`config.mk`:
```
export PLATFORM = sky130hd
export DESIGN_NAME = crc_lfsr_engine_flat
export DESIGN_NICKNAME = d
export VERILOG_FILES = /design/src/rtl/crc_lfsr_engine_if.sv /design/src/rtl/crc_lfsr_engine.sv /design/src/flat_wrapper.sv
export SDC_FILE = /design/constraint.sdc
export NUM_CORES = 1
export LEC_CHECK = 0
export ABC_AREA = 1
export ABC_CLOCK_PERIOD_IN_PS = 2300
export BUFFER_PORTS_ARGS = -buffer_cell sky130_fd_sc_hd__buf_2
export CAP_MARGIN = 20
export CORE_UTILIZATION = 50
export CTS_CLUSTER_SIZE = 25
export DETAILED_ROUTE_END_ITERATION = 12
export PLACE_DENSITY_LB_ADDON = 0.1
export SETUP_SLACK_MARGIN = 0.05
export SYNTH_ARGS = -nofsm -noshare
export SYNTH_HDL_FRONTEND = slang
export SYNTH_SLANG_ARGS = --single-unit
```
`constraint.sdc`:
```
create_clock -name clk -period 2.3 [get_ports clk]
set_clock_uncertainty 0.2 [all_clocks]
set_input_delay 0.46 -clock clk [delete_from_list [all_inputs] [get_ports clk]]
set_output_delay 0.46 -clock clk [all_outputs]
set_load 0.005 [all_outputs]
```
`src/rtl/crc_lfsr_engine_if.sv`:
```
// Byte-stream handshake between a CRC byte producer and crc_lfsr_engine.
// The producer drives in_valid/in_data; the engine returns in_ready and a done pulse.
interface crc_lfsr_engine_if;
  logic       in_valid;
  logic [7:0] in_data;
  logic       in_ready;
  logic       done;

  modport master (
    output in_valid,
    output in_data,
    input  in_ready,
    input  done
  );

  modport slave (
    input  in_valid,
    input  in_data,
    output in_ready,
    output done
  );
endinterface

```
`src/rtl/crc_lfsr_engine.sv`:
```
// Parametrised Galois shift register: free-running LFSR or byte-serial CRC (MSB first).
// Optional lock-up guard: define CRC_LFSR_ZERO_GUARD_EN to reseed an all-zero LFSR on a run step.
module crc_lfsr_engine #(
  parameter int unsigned           WIDTH = 16,
  parameter logic [WIDTH-1:0]      POLY  = WIDTH'(16'h1021),
  parameter logic [WIDTH-1:0]      SEED  = WIDTH'(16'hFFFF)
) (
  input  logic                 clk,
  input  logic                 rst_n,
  input  logic                 mode,
  input  logic                 run,
  input  logic                 init,
  input  logic                 load,
  input  logic [WIDTH-1:0]     load_val,
  crc_lfsr_engine_if.slave     bus,
  output logic [WIDTH-1:0]     state_out
);

  typedef enum logic {
    IDLE  = 1'b0,
    SHIFT = 1'b1
  } fsm_t;

  fsm_t             fsm_q, fsm_d;
  logic [2:0]       cnt_q, cnt_d;
  logic [7:0]       byte_q, byte_d;
  logic [WIDTH-1:0] reg_q, reg_d;
  logic             done_q, done_d;

  // One Galois step; the x^WIDTH term is implied by the feedback bit.
  function automatic logic [WIDTH-1:0] galois_step(input logic [WIDTH-1:0] s,
                                                   input logic             b);
    logic fb;
    fb = s[WIDTH-1] ^ b;
    return {s[WIDTH-2:0], 1'b0} ^ (fb ? POLY : '0);
  endfunction

  assign bus.in_ready = (fsm_q == IDLE) && mode && !init && !load;
  assign bus.done     = done_q;
  assign state_out    = reg_q;

  always_comb begin
    // NOTE: every output of this block gets a default first so no path leaves one unassigned and infers a latch.
    fsm_d  = fsm_q;
    cnt_d  = cnt_q;
    byte_d = byte_q;
    reg_d  = reg_q;
    done_d = 1'b0;

    if (init) begin
      reg_d = SEED;
      fsm_d = IDLE;
      cnt_d = 3'd0;
    end else if (load) begin
      reg_d = load_val;
      fsm_d = IDLE;
      cnt_d = 3'd0;
    end else begin
      unique case (fsm_q)
        IDLE: begin
          if (mode) begin
            // Acceptance edge only captures the byte; stepping starts on the next edge.
            if (bus.in_valid) begin
              byte_d = bus.in_data;
              cnt_d  = 3'd0;
              fsm_d  = SHIFT;
            end
          end else if (run) begin
`ifdef CRC_LFSR_ZERO_GUARD_EN
            if (reg_q == '0) reg_d = SEED;
            else             reg_d = galois_step(reg_q, 1'b0);
`else
            reg_d = galois_step(reg_q, 1'b0);
`endif
          end
        end
        SHIFT: begin
          reg_d = galois_step(reg_q, byte_q[3'd7 - cnt_q]);
          cnt_d = cnt_q + 3'd1;
          if (cnt_q == 3'd7) begin
            fsm_d  = IDLE;
            done_d = 1'b1;
          end
        end
        default: fsm_d = IDLE;
      endcase
    end
  end

  always_ff @(posedge clk or negedge rst_n) begin
    if (!rst_n) begin
      fsm_q  <= IDLE;
      cnt_q  <= 3'd0;
      byte_q <= 8'h00;
      reg_q  <= SEED;
      done_q <= 1'b0;
    end else begin
      // NOTE: sequential state uses non-blocking assignments so all registers update together at the edge.
      fsm_q  <= fsm_d;
      cnt_q  <= cnt_d;
      byte_q <= byte_d;
      reg_q  <= reg_d;
      done_q <= done_d;
    end
  end

endmodule

```
`src/flat_wrapper.sv`:
```
// flat-port wrapper written by rule: the top's interface ports become plain ports
module crc_lfsr_engine_flat 
#(
  parameter int unsigned           WIDTH = 16,
  parameter logic [WIDTH-1:0]      POLY  = WIDTH'(16'h1021),
  parameter logic [WIDTH-1:0]      SEED  = WIDTH'(16'hFFFF)
)
  (clk, rst_n, mode, run, init, load, load_val, state_out, bus_in_valid, bus_in_data, bus_in_ready, bus_done);
  crc_lfsr_engine_if bus_i ();
  input  logic clk;
  input  logic rst_n;
  input  logic mode;
  input  logic run;
  input  logic init;
  input  logic load;
  input  logic [WIDTH-1:0] load_val;
  output logic [WIDTH-1:0] state_out;
  input wire logic [$bits(bus_i.in_valid)-1:0] bus_in_valid;
  input wire logic [$bits(bus_i.in_data)-1:0] bus_in_data;
  output wire logic [$bits(bus_i.in_ready)-1:0] bus_in_ready;
  output wire logic [$bits(bus_i.done)-1:0] bus_done;
  assign bus_i.in_valid = bus_in_valid;
  assign bus_i.in_data = bus_in_data;
  assign bus_in_ready = bus_i.in_ready;
  assign bus_done = bus_i.done;
  crc_lfsr_engine #(.WIDTH(WIDTH), .POLY(POLY), .SEED(SEED)) u_core (.clk(clk), .rst_n(rst_n), .mode(mode), .run(run), .init(init), .load(load), .load_val(load_val), .bus(bus_i), .state_out(state_out));
endmodule
```
==> results of run 1 <==
## final timing paths
path	cells past startpoint	to	slack [ps]
max	4	bus_in_ready	480
max reg2reg	8	u_core.state_out[5]	620
min reg2reg	2	u_core.state_out[13]	280
min in group asynchronous	2	u_core.cnt_q[1]	490
min	2	u_core.byte_q[7]	150
max in group asynchronous	2	u_core.byte_q[4]	990
## logic make-up after synthesis
group                    Yosys count
AND/OR/NAND/NOR                   73
buffers and inverters             38
AO/OA/AOI/OAI                     37
flip-flops                        29
adder cells (fa/ha/maj)            2
multiplexers                       1
## per-layer routing
metal	track usage [%]	up-vias	wire, um
met4	6.27	0	19
met2	32.6	38	1380
li1	-	682	-
met5	0	-	0
met1	28.0	612	1540
met3	6.12	2	178
## synth_stat cells (all sizes together)
master / instances / area (um2)
nand2: 40 / 153
inv: 32 / 120
nor2: 18 / 83.8
dfstp: 16 / 420
dfrtp: 13 / 325
nand3: 13 / 65.1
o21ai: 12 / 60.1
a21oi: 11 / 66.3
a22oi: 9 / 113
a32oi: 3 / 26.3
buf: 3 / 27.5
clkbuf: 3 / 11.3
a31oi: 2 / 18.8
ha: 2 / 25.0
mux2: 1 / 11.3
nand4: 1 / 6.26
or2: 1 / 6.26
## critical path, stage by stage (launching register included)
cell	delay, ps
dfrtp_1	470
inv_2	110
nand2_2	80
nor2_1	80
buf_2	110
## final cells by class
| class | instances | area [um2] | share of cell area [%] |
|---|---|---|---|
| clock buffer | 8 | 58.8 | 3.16 |
| timing repair buffer | 51 | 265 | 14.2 |
| inverter | 32 | 120 | 6.45 |
| tap | 31 | 38.8 | 2.08 |
| sequential | 29 | 746 | 40.0 |
| multi-input combinational | 113 | 634 | 34.0 |
## cell usage in the layout (no fill, tap or decap)
cell type      synthesis  routed
a21oi_1               10      10
a21oi_4                1       1
a22oi_2                9       9
a31oi_1                1       1
a31oi_2                1       1
a32oi_1                3       3
buf_2                  1      48
buf_4                  0       2
clkbuf_1               3       2
clkbuf_4               0       5
clkbuf_8               0       1
dfrtp_1               13      13
dfstp_2               16      16
dlygate4sd3_1          0       1
ha_1                   2       2
inv_1                 23      23
inv_2                  9       9
mux2_1                 1       1
nand2_1               39      39
nand2_2                1       1
nand3_1               13      13
nand4_1                1       1
nor2_1                17      17
nor2_8                 1       1
o21ai_0               12      12
or2_1                  1       1
## registers in the layout (all words and copies together), names as in the netlist
signal / flops
u_core.bus.done: 1
u_core.byte_q: 8
u_core.cnt_q: 3
u_core.state_out: 16
u_core.fsm_q: 1
## stage by stage
stage / util [%] / power [mW] / cells / setup slack [ps]
after detailed placement: 63.4 / 0.830 / 255 / 392
after floorplan: - / 0.745 / 180 / 638
after global routing: 65.9 / 1.20 / 264 / 378
after CTS: 65.9 / 1.15 / 264 / 451
final: 65.9 / 1.14 / 264 / 476
after global placement: 63.4 / 0.821 / 255 / 436
## power breakdown
| part | leakage (nW) | switching, mW | internal [mW] |
|---|---|---|---|
| clock network | 0.0326 | 0.166 | 0.151 |
| registers | 0.325 | 0.0261 | 0.578 |
| logic | 0.615 | 0.126 | 0.0904 |
==> impl_metrics.csv, run 1 <==
group,metric,value,unit
setup_path,cp_data_required_time,1640,ps
synthesis,synth_top_family_by_area,"simple AND/OR/NAND/NOR gates",
hold_path,hold_class,"primary input to flip-flop",
synthesis,muxShareOfSynthArea,0.732,%
die,dieArea,0.00330,mm2
finish,area_delta_synth_final,21.1,%
sta,timing.hold.ws,148,ps
setup_path,critPathMaxFanout,7,
sta,relSlewSlack,57.9,%
clock_tree,cts-root-buf,"clkbuf_4",
die,fp.dieW,57.5,um
sta,worstMarginPinSlew,631,ps
global_route,grt-ovfl-total,0,
die,core_area,0.00283,mm2
global_route,grt_max_degree,30,
drt,totalWireLength,3120,um
clock_tree,cts.clk_slew.worst_paths,90,ps
clock_tree,clock_latency,320,ps
run_status,violations,"design-rule violations",
drt,drc,3,
sta,max_freq,548,MHz
flow_run,maxCapViolCount,0,
drt,vias,1334,
synthesis,avgSynthCellArea,8.55,um2
sta,fin_crit,1820,ps
placed_design,dp_hpwl,2360,um
synthesis,synth.distinct_cells,23,
sta,finalHoldViolCount,0,
sta,setup_viol,0,
power,ir_drop,0.287,mV
global_route,track_usage,20.8,%
power,p_per_area,610,mW/mm2
placed_design,place_area,0.00179,mm2
die,initial_core_util,54.4,%
global_route,grt_first_pass_wirelength,5210,um
setup_path,worstSetupStartpoint,"u_core.fsm_q",
clock_tree,cts_sinks,29,
drt,ant_nets,0,
drt,first_pass_iters,8,
die,rows,19,
finish,antenna_cells,0,
synthesis,synth_area,0.00154,mm2
clock_tree,holdBufCountCts,1,
run_status,status,"complete, but fails checks",
sta,min_period_over_period,79.3,%
setup_path,worstPathArrival,1160,ps
drt,drtIter0Drc,69,
setup_path,regToRegStartpoint,"u_core.fsm_q",
finish,drive_above_1_share,40.3,%
drt,wl_per_cell,11.8,um
finish,fillers,258,
global_route,grt_pass1_vias,1225,
sta,tns,0,ps
setup_path,startpoint_type,"flip-flop",
synthesis,synth-seq-area-share,48.5,%
synthesis,synth.yosys.warnings,0,
setup_path,crit_path_end_kind,"primary output",
synthesis,syn_nets,213,
hold_path,min_from,"bus_in_data[7]",
sta,rsz0062_at_grt,"false",
clock_tree,clock_path_buffers,2,
placed_design,globalplace.congestion,0.779,
synthesis,ys_seq_elements,29,
setup_path,worstSetupPathType,"flip-flop to primary output",
drt,avgViaCountPerCell,5.05,
synthesis,synthAdderAreaFrac,1.63,%
clock_tree,h-tree-depth,2,
clock_tree,cts_made_buffers,5,
finish,fin_area,0.00186,mm2
global_route,antenna_found_initial,0,
sta,slew_viol_final,0,
synthesis,synthXorXnorAreaFrac,0,%
placed_design,port_buffers,48,
finish,nNetsFinal,265,
clock_tree,ctsResizeCount,0,
die,io_pins,49,
die,dieHeight,57.5,um
clock_tree,post_cts_buffers,0,
synthesis,synth-simple-area-share,20.4,%
synthesis,synth_compound_area_share,18.5,%
clock_tree,cts_tree,"yes",
synthesis,syn_inst,180,
power,p_leak,0.972,nW
No activity file was read; power rests on OpenSTA's default activity.
==> inputs of run 2 (changes only) <==
- ABC_CLOCK_PERIOD_IN_PS: 2300 -> 1700
- clock period: 2.3 -> 1.7 ns (I/O delays scaled with it)
==> run 2 against run 1 <==
Effect of this change:
- the run still ends with design-rule violations left
- clock power rose by 87%
- sequential cell count did not move
- sequential power rose by 36%
- global-route usage rose by 1.7 points
- critical path depth did not move
==> impl_metrics.csv, run 2 (synthesized netlist as in run 1, its figures left out) <==
group,metric,value,unit
run_status,status,"complete, but fails checks",
run_status,violations,"design-rule violations",
finish,nNetsFinal,274,
setup_path,regToRegStartpoint,"u_core.fsm_q",
clock_tree,cts_tree,"yes",
placed_design,dp_hpwl,2510,um
power,switching_share,26.4,%
power,p_per_area,860,mW/mm2
setup_path,critical-path-slowest-cell,"dfrtp_1",
drt,drc,3,
flow_run,maxCapViolCount,0,
power,ir_drop,0.606,mV
setup_path,worstSetupPathType,"flip-flop to primary output",
placed_design,placed_cells,261,
sta,slew_viol_final,0,
sta,max_freq,620,MHz
setup_path,cp.buffers_inverters,2,
global_route,track_usage,22.5,%
setup_path,slowest_delay,400,ps
setup_path,reg2reg_depth,8,
setup_path,cp_num_cells,4,
die,io_pins,49,
finish,utilization,71.3,%
setup_path,rr_endpoint,"u_core.state_out[6]",
setup_path,critPathCapture,"bus_in_ready",
clock_tree,cts.clk_slew.worst_paths,90,ps
global_route,antenna_found_initial,0,
finish,instances_no_fill,273,
setup_path,reg2reg_slack,120,ps
power,p_comb_share,18.8,%
die,core_area,0.00283,mm2
setup_path,worstPathArrival,1070,ps
sta,finalHoldViolCount,0,
finish,final_common_cell,"buf_2",
drt,vias,1401,
power,p_int,1.28,mW
die,dieHeight,57.5,um
drt,totalWireLength,3380,um
power,power.total,1.74,mW
hold_path,hold_class,"primary input to flip-flop",
die,fp.dieW,57.5,um
finish,area_delta_synth_final,31.1,%
placed_design,port_buffers,48,
power,seqPwrFrac,47.2,%
clock_tree,clock_path_buffers,2,
setup_path,cp_top_family,"flip-flops",
global_route,grt_pass1_vias,1313,
power,switching_power,0.459,mW
finish,layout_common_cells,"buf_2 (48), nand2_1 (35), inv_1 (23)",
clock_tree,h-tree-depth,2,
setup_path,cp_cell_sequence,"inv_2 > nand2_4 > nor2_1 > buf_2",
sta,relSlewSlack,57.9,%
sta,rsz0062_at_grt,"true",
drt,ant_nets,0,
sta,tns,0,ps
die,initial_core_util,54.4,%
clock_tree,cts-root-buf,"clkbuf_4",
power,p_leak,1.04,nW
drt,wl_per_cell,12.4,um
global_route,grt_max_degree,30,
die,dieArea,0.00330,mm2
placed_design,globalplace.congestion,0.786,
drt,avgViaCountPerCell,5.13,
sta,min_period_over_period,94.9,%
clock_tree,clock_latency,330,ps
finish,antenna_cells,0,
setup_path,worstSetupStartpoint,"u_core.fsm_q",
sta,setup_viol,0,
die,rows,19,
sta,worstMarginPinSlew,631,ps
global_route,grt_first_pass_wirelength,5630,um
drt,drtIter0Drc,76,
setup_path,critPathMaxFanout,3,
setup_path,crit_path_end_kind,"primary output",
sta,fin_crit,1610,ps
setup_path,cp_data_required_time,1160,ps
finish,largest_reg_flops,16,
drt,first_pass_iters,9,
setup_path,startpoint_type,"flip-flop",
clock_tree,cts_made_buffers,5,
finish,fillers,225,
power,pwr-share-clk,34.0,%
global_route,grt-ovfl-total,0,
finish,drive_above_1_share,47.9,%
clock_tree,cts_sinks,29,
run 2: layer usage:
| metal | GRT usage [%] | share of wire (%) | up-vias |
|---|---|---|---|
| met2 | 33.9 | 47 | 58 |
| li1 | - | - | 700 |
| met5 | 0 | 0 | - |
| met3 | 4.76 | 7.8 | 6 |
| met4 | 11.8 | 1.5 | 0 |
| met1 | 30.6 | 44 | 637 |
run 2: worst reg2reg max path, stage by stage (launching register included):
cell and delay [ps]:
dfrtp_1 400, inv_2 90, nand2_4 60, buf_12 120, a21oi_4 100, buf_4 240
inv_1 110, nor2_1 130, a31oi_2 50
run 2: repair_timing:
action | in CTS | in global routing
resized for setup | 1 | 13
endpoints found under the hold margin | 13 | 0
buffers inserted | 0 | 3
pin swaps | 0 | 7
hold buffers | 1 | 0
setup endpoints to repair | 1 | 4
run 2: area by class of cell:
class	count	area [um2]	area share (%)
Multi-Input combinational cell	113	679	33.7
Inverter	32	123	6.08
Timing Repair Buffer	60	345	17.1
Clock inverter	1	30.0	1.49
Tap cell	31	38.8	1.92
Clock buffer	7	55.1	2.73
Sequential cell	29	747	37.0
run 2: worst min path at each step:
stage / from / end / cells past startpoint
5_1_grt: bus_in_data[7] / u_core.byte_q[7] / 2
6_report: bus_in_data[7] / u_core.byte_q[7] / 2
2_1_floorplan: rst_n / u_core.bus.done / 0
3_5_place_dp: rst_n / u_core.byte_q[4] / 1
3_3_place_gp: rst_n / u_core.byte_q[4] / 1
4_1_cts: bus_in_data[7] / u_core.byte_q[7] / 2
run 2: power groups by stage:
stage	Combinational [mW]	Sequential [mW]	Clock, mW
finish	0.326	0.819	0.590
global route	0.368	0.828	0.623
CTS	0.307	0.818	0.600
detailed placement	0.304	0.830	0
global placement	0.296	0.826	0
floorplan	0.180	0.828	0
run 2: metrics by stage:
stage | hold slack, ps | worst slack, ps | cell area, um2
after floorplan | -156 | 158 | 1540
after global placement | 184 | 94.7 | 1840
after detailed placement | 193 | 55.1 | 1840
after CTS | 9.94 | 78.7 | 1940
after global routing | 24.2 | 8.50 | 2020
final | 16.9 | 87.2 | 2020
==> inputs of run 3 (changes only) <==
--- a/config.mk
+++ b/config.mk
@@ -8,9 +8,9 @@
 export ABC_AREA = 1
 export ABC_CLOCK_PERIOD_IN_PS = 1700
-export BUFFER_PORTS_ARGS = -buffer_cell sky130_fd_sc_hd__buf_2
 export CAP_MARGIN = 20
 export CORE_UTILIZATION = 50
 export CTS_CLUSTER_SIZE = 25
 export DETAILED_ROUTE_END_ITERATION = 12
+export DONT_BUFFER_PORTS = 1
 export PLACE_DENSITY_LB_ADDON = 0.1
 export SETUP_SLACK_MARGIN = 0.05
==> constraint.sdc (replaced) <==
create_clock -name clk -period 1.7 [get_ports clk]
set_clock_uncertainty 0.2 [all_clocks]
set_input_delay 0.34 -clock clk [delete_from_list [all_inputs] [get_ports clk]]
set_output_delay 0.34 -clock clk [all_outputs]
set_load 0.05 [all_outputs]
==> run 3 against run 2 <==
Effect of this change:
- the flow still finishes with violations (design-rule violations)
- largest cell class unchanged
- clock power about the same
- sequential power increased by 5.6%
- fmax down 1.2%
- critical path type unchanged
==> impl_metrics.csv, run 3 (synthesized netlist as in run 1, its figures left out) <==
group,metric,value,unit
run_status,status,"complete, but fails checks",
run_status,violations,"design-rule violations",
hold_path,min_from,"load",
drt,wl_per_cell,13.5,um
finish,drive_above_1_share,33.5,%
placed_design,place_area,0.00166,mm2
sta,relSlewSlack,70.0,%
setup_path,cp_cell_sequence,"inv_2 > nand2_2 > nor2_2 > buf_6",
sta,tns,0,ps
die,fp.dieW,57.5,um
hold_path,hold_end,"u_core.state_out[12]",
finish,instances_no_fill,252,
finish,utilization,71.7,%
clock_tree,clock_latency,320,ps
sta,fin_crit,1630,ps
sta,max_freq,613,MHz
sta,min_period_over_period,96.0,%
finish,fillers,228,
flow_run,maxCapViolCount,0,
finish,antenna_cells,0,
power,p_leak,0.977,nW
die,dieArea,0.00330,mm2
finish,fin_area,0.00203,mm2
setup_path,regToRegStartpoint,"u_core.cnt_q[0]",
setup_path,crit_path_end_kind,"primary output",
setup_path,cp_data_required_time,1160,ps
setup_path,cp_top_family,"flip-flops",
global_route,antenna_found_initial,0,
global_route,track_usage,23.5,%
power,p_per_area,913,mW/mm2
setup_path,worstPathArrival,1090,ps
clock_tree,clock_path_buffers,2,
die,io_pins,49,
setup_path,reg2reg_slack,150,ps
sta,timing.hold.ws,13.5,ps
setup_path,reg2reg_depth,9,
drt,totalWireLength,3410,um
drt,vias,1342,
placed_design,placed_cells,221,
die,initial_core_util,54.4,%
setup_path,worstSetupPathType,"flip-flop to primary output",
placed_design,port_buffers,0,
setup_path,cp.buffers_inverters,2,
sta,slew_viol_final,0,
placed_design,dp_hpwl,2410,um
setup_path,slowest_delay,390,ps
sta,worstMarginPinSlew,450,ps
clock_tree,cts_made_buffers,5,
sta,fin_ws,67.4,ps
placed_design,globalplace.congestion,0.852,
die,core_area,0.00283,mm2
global_route,grt_pass1_vias,1301,
finish,multiInputGateArea,666,um2
clock_tree,cts_tree,"yes",
drt,avgViaCountPerCell,5.33,
clock_tree,cts_sinks,29,
finish,nNetsFinal,253,
global_route,grt_first_pass_wirelength,5700,um
power,power.total,1.85,mW
hold_path,hold_class,"primary input to flip-flop",
finish,largest_reg_flops,16,
finish,area_delta_synth_final,31.8,%
drt,drc,3,
finish,layout_common_cells,"nand2_1 (37), inv_1 (23), dlygate4sd3_1 (19)",
setup_path,cp_num_cells,4,
sta,rsz0062_at_grt,"true",
setup_path,critical-path-slowest-cell,"dfrtp_1",
sta,finalHoldViolCount,0,
sta,setup_viol,0,
clock_tree,cts-root-buf,"clkbuf_4",
drt,first_pass_iters,9,
drt,ant_nets,0,
die,dieHeight,57.5,um
clock_tree,h-tree-depth,2,
setup_path,rr_endpoint,"u_core.state_out[5]",
power,ir_drop,0.550,mV
setup_path,startpoint_type,"flip-flop",
finish,seq_area,747,um2
global_route,grt-ovfl-total,0,
global_route,grt_max_degree,30,
drt,drtIter0Drc,81,
setup_path,critPathMaxFanout,2,
hold_path,min_path_cells,4,
finish,final_common_cell,"nand2_1",
clock_tree,cts.clk_slew.worst_paths,90,ps
placed_design,preCtsSetupSlack,107,ps
die,rows,19,
[run 3: cell count changes in the layout (fill, tap and decap cells not counted), sizes merged]
cell	before	now
buf	59	20
dlygate4sd3	1	19
[run 3: what timing repair did]
action | CTS | global route
resized for setup | 1 | 12
buffers inserted | 2 | 1
endpoints found under the setup margin | 1 | 7
pin swaps | 1 | 5
hold endpoints to repair | 48 | 0
hold buffers | 20 | 0
[run 3: power by group]
part | total [mW] | switching, mW | leakage [nW] | internal (mW)
registers | 0.865 | 0.0812 | 0.323 | 0.784
logic | 0.396 | 0.245 | 0.609 | 0.152
clock network | 0.591 | 0.240 | 0.0455 | 0.351
[run 3: worst min-delay path, cell delays in order]
cell and delay (ps):
nand2_1 50, nand2_1 60, inv_2 40, a21oi_1 50
[run 3: worst max-delay path by stage]
| stage | from | to |
|---|---|---|
| floorplan | load | bus_in_ready |
| global placement | load | u_core.state_out[6] |
| detailed placement | u_core.cnt_q[0] | u_core.state_out[5] |
| CTS | u_core.fsm_q | bus_in_ready |
| global route | u_core.cnt_q[0] | u_core.state_out[5] |
| finish | u_core.fsm_q | bus_in_ready |
[run 3: per-layer routing]
layer | track usage (%) | wire length, um | up-vias
met2 | 37.9 | 1610 | 45
met3 | 5.44 | 240 | 8
met4 | 10.5 | 59 | 0
li1 | - | - | 657
met1 | 30.2 | 1500 | 632
met5 | 0 | 0 | -
[run 3: cell type report]
class                   count  area share, %
multi-input cells         113           32.8
inverters                  32           5.92
clock inverters             1           1.48
flip-flops and latches     29           36.8
clock buffers               7           2.71
well taps                  31           1.91
repair buffers             39           18.3
